File: config.mk
export PLATFORM = sky130hd
export DESIGN_NAME = module_pmod_reg_bank
export DESIGN_NICKNAME = d
export VERILOG_FILES = /design/src/rtl/module_pmod_reg_bank.sv
export SDC_FILE = /design/constraint.sdc
export NUM_CORES = 1
export LEC_CHECK = 0
export ABC_CLOCK_PERIOD_IN_PS = 4500
export CAP_MARGIN = 20
export CORE_MARGIN = 2
export CORE_UTILIZATION = 61
export CTS_BUF_LIST = sky130_fd_sc_hd__clkbuf_16
export DETAILED_ROUTE_END_ITERATION = 8
export PLACE_DENSITY_LB_ADDON = 0.12
export SKIP_CTS_REPAIR_TIMING = 1
export SLEW_MARGIN = 20
export SYNTH_ARGS = -nofsm -noshare
export SYNTH_HDL_FRONTEND = slang
export SYNTH_SLANG_ARGS = --single-unit
export TNS_END_PERCENT = 1
File: constraint.sdc
create_clock -name clk_i -period 4.5 [get_ports clk_i]
set_input_delay 0.9 -clock clk_i [delete_from_list [all_inputs] [get_ports clk_i]]
set_output_delay 0.9 -clock clk_i [all_outputs]
set_load 0.02 [all_outputs]
File: src/rtl/module_pmod_reg_bank.sv
// PMOD SPI register bank: control register with a send/busy FSM plus a shared data buffer.
// Define PMOD_BANK_IRQ_EN to build the sticky transaction-complete interrupt.
module module_pmod_reg_bank #(
  parameter int DEPTH = 16,
  localparam int IW = $clog2(DEPTH)
) (
  input  logic          clk_i,
  input  logic          rst_n_i,
  input  logic          we_i,
  input  logic          re_i,
  input  logic          reg_sel_i,
  input  logic [31:0]   data_i,
  output logic [31:0]   data_o,
  output logic [31:0]   ctrl_o,
  input  logic          spi_we_i,
  input  logic [IW-1:0] spi_idx_i,
  input  logic [31:0]   spi_data_i,
  output logic [31:0]   spi_data_o,
  input  logic          spi_done_i,
  output logic          irq_o
);

  typedef enum logic [1:0] {ST_IDLE, ST_BUSY, ST_DONE} state_t;

  localparam logic [9:0] NRX_MAX = 10'(DEPTH);

  state_t        state_q, state_d;
  logic          send_q, send_d;
  logic [1:0]    cs_mode_q, cs_mode_d;
  logic [8:0]    n_tx_q, n_tx_d;
  logic [9:0]    n_rx_q, n_rx_d;
  logic [IW-1:0] wr_ptr_q, wr_ptr_d;
  logic [IW-1:0] rd_ptr_q, rd_ptr_d;
  logic [31:0]   mem_q [DEPTH];

  logic ctrl_wr;
  logic data_wr;
  logic [31:0] ctrl_image;

  assign ctrl_wr = we_i && !reg_sel_i;
  assign data_wr = we_i && reg_sel_i;

  assign ctrl_image = {6'b0, n_rx_q, 3'b0, n_tx_q, cs_mode_q, 1'b0, send_q};

  always_comb begin
    state_d   = state_q;
    send_d    = send_q;
    cs_mode_d = cs_mode_q;
    n_tx_d    = n_tx_q;
    n_rx_d    = n_rx_q;
    wr_ptr_d  = wr_ptr_q;
    rd_ptr_d  = rd_ptr_q;

    if (data_wr) wr_ptr_d = wr_ptr_q + 1'b1;
    if (re_i && reg_sel_i) rd_ptr_d = rd_ptr_q + 1'b1;
    if (spi_we_i && (n_rx_q != NRX_MAX)) n_rx_d = n_rx_q + 1'b1;

    case (state_q)
      ST_IDLE: begin
        if (ctrl_wr) begin
          cs_mode_d = data_i[3:2];
          n_tx_d    = data_i[12:4];
          if (data_i[0]) begin
            // Starting a transaction rewinds both pointers and the receive count
            send_d   = 1'b1;
            state_d  = ST_BUSY;
            n_rx_d   = '0;
            wr_ptr_d = '0;
            rd_ptr_d = '0;
          end
        end
      end
      ST_BUSY: begin
        if (spi_done_i) begin
          state_d = ST_DONE;
          send_d  = 1'b0;
        end
      end
      ST_DONE: state_d = ST_IDLE;
      default: state_d = ST_IDLE;
    endcase
  end

  always_ff @(posedge clk_i or negedge rst_n_i) begin
    if (!rst_n_i) begin
      state_q   <= ST_IDLE;
      send_q    <= 1'b0;
      cs_mode_q <= '0;
      n_tx_q    <= '0;
      n_rx_q    <= '0;
      wr_ptr_q  <= '0;
      rd_ptr_q  <= '0;
    end else begin
      state_q   <= state_d;
      send_q    <= send_d;
      cs_mode_q <= cs_mode_d;
      n_tx_q    <= n_tx_d;
      n_rx_q    <= n_rx_d;
      wr_ptr_q  <= wr_ptr_d;
      rd_ptr_q  <= rd_ptr_d;
    end
  end

  // SPI write is issued last so it wins a same-entry collision
  always_ff @(posedge clk_i) begin
    if (data_wr) mem_q[wr_ptr_q] <= data_i;
    if (spi_we_i) mem_q[spi_idx_i] <= spi_data_i;
  end

  assign data_o     = reg_sel_i ? mem_q[rd_ptr_q] : ctrl_image;
  assign ctrl_o     = ctrl_image;
  assign spi_data_o = mem_q[spi_idx_i];

`ifdef PMOD_BANK_IRQ_EN
  logic irq_q, irq_d;

  always_comb begin
    irq_d = irq_q;
    if (ctrl_wr && data_i[1]) irq_d = 1'b0;
    if (state_q == ST_BUSY && spi_done_i) irq_d = 1'b1;
  end

  always_ff @(posedge clk_i or negedge rst_n_i) begin
    if (!rst_n_i) irq_q <= 1'b0;
    else          irq_q <= irq_d;
  end

  assign irq_o = irq_q;
`else
  assign irq_o = 1'b0;
`endif

  logic unused_data;
  assign unused_data = ^{data_i[31:13], data_i[1]};

endmodule
==> summary by stage <==
Outcome
The flow ran to the end, and the final reports show no timing, DRC or antenna violations.

Critical path
STA classifies the critical path endpoint as an output pin. Data arrives at the worst endpoint at 3440 ps. The cell with the largest stage delay on the worst path is sky130_fd_sc_hd__dfrtp_4. The endpoint required time on the critical path is roughly 3600 ps.

In this run the worst path has a maximum fanout of slightly above 50. The kind of cell with the highest combined delay on the critical path is flip-flops. The critical path contains buffers and inverters numbering 2 combined. Walking the worst path, the cells encountered are buf_4, mux4_2, mux2_2, o22ai_1, a21oi_1, clkdlybuf4s50_1. The setup path with the least slack is of type flip-flop to output pin. The biggest cell delay along the critical path is 1000 ps.

STA classifies the critical path startpoint as a flip-flop.

Drt
The detailed-route wire length per cell is between 30 and 40 µm. The detailed-route DRC error count is 0. The detail route stage leaves a number of antenna-violating nets equal to 0. The count of TritonRoute iterations in the first routing pass is 5.

The total length of routed wires is 93150 µm. The detailed router's first-iteration violation count is 2718. Using the TritonRoute via totals, the vias-per-cell ratio works out to 7.328. The via count is 19470.

Timing
The count of final hold-check violations is 0. Setup violations remaining at the end of the flow were counted as 0. In this run the tightest slew margin relative to its limit is 0.2392. Setup repair after global routing left no endpoint under its margin. The worst hold slack after final layout is roughly 440 ps.

Static timing analysis puts the maximum clock frequency at about 230 MHz. The transition time of the tightest slew-check pin is 1138 ps. The final sum of negative setup slack is 0 ps. Dividing the final minimum period by the clock period gives 0.9650.

The post-route clock skew is between 20 and 25 ps. The max-slew violation count is 0. For the finished layout, the period the worst path requires is between 4000 and 5000 ps.

Global route
The via count of the first global-routing pass came to 19730. The total grt overflow is 0. In the global route stage, overall resource usage came out at 0.3565. The first global-routing pass estimated 136000 µm of wire. The pin count of the biggest net entering global routing is 58.

The initial antenna violation count was 6.

Clock network
The TritonCTS clock tree is yes. The insertion delay to the later sink of the worst-skew pair is 640 ps. The CTS buffer count is between 50 and 60. The root buffer cell chosen for the clock tree is sky130_fd_sc_hd__clkbuf_16.

The clock passes through at most 3 buffers. After clock tree synthesis, the clock-pin slew on the worst setup and hold paths is approximately 70 ps. The number of levels the H-tree was split into is 2. Counting every sink on the clock net gives 544.

Synthesis
The number of register bits inferred by synthesis is 544. Ranked by total cell area, the synthesized netlist is headed by sky130_fd_sc_hd__edfxtp_1 49%, sky130_fd_sc_hd__mux4_2 21%, sky130_fd_sc_hd__mux2_2 20%. The post-synthesis cell type count is 37. The share of the yosys chip area belonging to registers is 0.5160. The cell type with the largest total area after synthesis is sky130_fd_sc_hd__edfxtp_1. The post-synthesis instance total is 1826. Of the post-synthesis cell area, the dominant cell type holds 0.4905. The Yosys warning count is 0.

The synthesized netlist occupies a cell area of 31350 µm². The synthesized area per cell is 17.17 µm².

Placed design
Summing all placed instances gives a cell area of 34050 µm². At the end of routability-driven placement, the weighted congestion stood at 0.8435. In this run the tool buffered the top-level ports with 160 buffer cells. Once detailed placement completed, the half-perimeter wirelength came to 53960 µm.

Floorplan
After floorplanning, the core was sized to cover 51090 µm². The count of boundary I/O pins is 172. The initial utilization of the core area, before any placement, comes to 0.6135. The floorplan has 83 rows. From left edge to right edge, the die measures 230.7 µm.

The chip height is 230.7 µm. The floorplan step defined a die boundary enclosing between 50000 and 60000 µm².

Power
The fraction of power spent switching nets is 0.3014. The power density over the cells is 434.0 nW/µm². Of the total power, registers draw 0.402.

For this design the static power due to leakage is approximately 0.012 µW. The net switching power is 4694 µW. Of the total power, the clock network draws 0.300. Cell internal power was estimated by the tool at between 10000 and 15000 µW.

The maximum vdd ir drop is roughly 0.33 mV. The share of total power dissipated in combinational logic is 0.298.

Cells and area
After filler insertion, the fill cell instance count of the layout stands at around 3400. The design area is roughly 36000 µm². In the final layout, the share of cells above drive strength 1 is 0.5258. At the end of the flow, the number of nets in the layout was about 2000. The layout overhead on the synthesized area is 14.48%.

Job
The number of max-cap violations is 0.

Hold path
The path class of the lowest-slack min-delay path is primary input to asynchronous set/reset pin.
==> routing by layer <==
layer | wire length [µm] | up-vias | track usage
li1 | - | 7744 | -
met1 | 35440 | 10216 | 0.5072
met2 | 44010 | 1281 | 0.5603
met3 | 10340 | 221 | 0.06299
met4 | 3322 | 8 | 0.1292
met5 | 47 | - | 0
==> registers in the layout, summed over array words and instances, names as in the netlist <==
name and count:
send_q 1, wr_ptr_q 4, n_tx_q 9, rd_ptr_q 4, n_rx_q 10, state_q 2, cs_mode_q 2, mem_q 512
==> layout by cell type, fill, tap and decap left out, types with 15 or more instances in the layout <==
cell type and instances:
sky130_fd_sc_hd__mux4_2 288, sky130_fd_sc_hd__nor2_1 18, sky130_fd_sc_hd__dfrtp_1 29, sky130_fd_sc_hd__inv_1 28, sky130_fd_sc_hd__edfxtp_1 512, sky130_fd_sc_hd__mux2_2 543, sky130_fd_sc_hd__mux2i_1 22, sky130_fd_sc_hd__clkdlybuf4s50_1 154
sky130_fd_sc_hd__buf_4 61, sky130_fd_sc_hd__clkbuf_16 61, sky130_fd_sc_hd__buf_12 28, sky130_fd_sc_hd__a21oi_1 28, sky130_fd_sc_hd__o22ai_1 54, sky130_fd_sc_hd__clkinv_1 15
==> power groups by stage <==
stage | combinational (µW) | clock (µW) | sequential [µW]
6_report | 4640 | 4670 | 6260
5_1_grt | 4870 | 4880 | 6290
4_1_cts | 4620 | 4700 | 6250
3_5_place_dp | 4590 | 0 | 6350
3_3_place_gp | 4530 | 0 | 6350
2_1_floorplan | 3130 | 0 | 6170
==> synthesized netlist by cell type (all sizes together) <==
cell type	count
o21bai	2
clkbuf	108
nand4	4
edfxtp	512
and2	2
conb	1
nor4b	2
o22ai	63
or3	6
nor4	1
o21ai	11
ha	7
xor2	7
mux4	288
nand2	14
a41oi	1
mux2	545
nand2b	10
nand3	4
mux2i	22
nand3b	3
nor2	27
inv	7
nor3	2
or2	2
and3	1
dfrtp	32
a21oi	28
buf	111
xnor2	3
==> per-stage QoR <==
stage,worst slack (ps),std cells,utilization,total power [µW]
finish,157.7,2657,0.7023,15570
global route,96.78,2656,0.7022,16040
CTS,180.7,2654,0.7022,15580
detailed placement,460.6,2545,0.6664,10950
global placement,492.8,2545,0.6664,10880
floorplan,337.2,1836,-,9303
==> cell type report <==
class / count / area [µm²] / share of cell area
sequential: 544 / 16190 / 0.4511
tap: 680 / 850.8 / 0.02371
multi-input combinational: 1066 / 14380 / 0.4009
clock buffer: 61 / 1526 / 0.04254
antenna: 3 / 7.507 / 0.0002092
inverter: 7 / 26.28 / 0.0007322
clock inverter: 48 / 300.3 / 0.008368
timing repair buffer: 248 / 2601 / 0.07249
==> cells by family (layout without fill, tap and decap cells) <==
group | Yosys count | count (layout) | synth area share
AOI/OAI and AO/OA | 105 | 105 | 0.01956
and+or+nand+nor | 78 | 78 | 0.01337
buffers and inverters | 226 | 364 | 0.03557
DFF | 544 | 544 | 0.5160
xor gates and xnor gates | 10 | 10 | 0.002794
muxes | 855 | 855 | 0.4097
other | 1 | 14 | 0.0001196
adders and majority gates | 7 | 7 | 0.002794
==> path summary, 6_finish.rpt <==
path | to | from | slack [ps] | cells after the start
worst min-delay path | wr_ptr_q[0]$_DFF_PN0_ | rst_n_i | 440 | 1
min in group clk_i | cs_mode_q[0]$_DFFE_PN0P_ | cs_mode_q[0]$_DFFE_PN0P_ | 540 | 1
worst min register to register | cs_mode_q[0]$_DFFE_PN0P_ | cs_mode_q[0]$_DFFE_PN0P_ | 540 | 1
worst max register to register | mem_q[4][30]$_DFFE_PP_ | wr_ptr_q[0]$_DFF_PN0_ | 1950 | 5
worst max-delay path | data_o[23] | rd_ptr_q[3]$_DFF_PN0_ | 160 | 6
max in group asynchronous | rd_ptr_q[1]$_DFF_PN0_ | rst_n_i | 3330 | 1
Note: power is estimated with default switching activity, not from simulation.
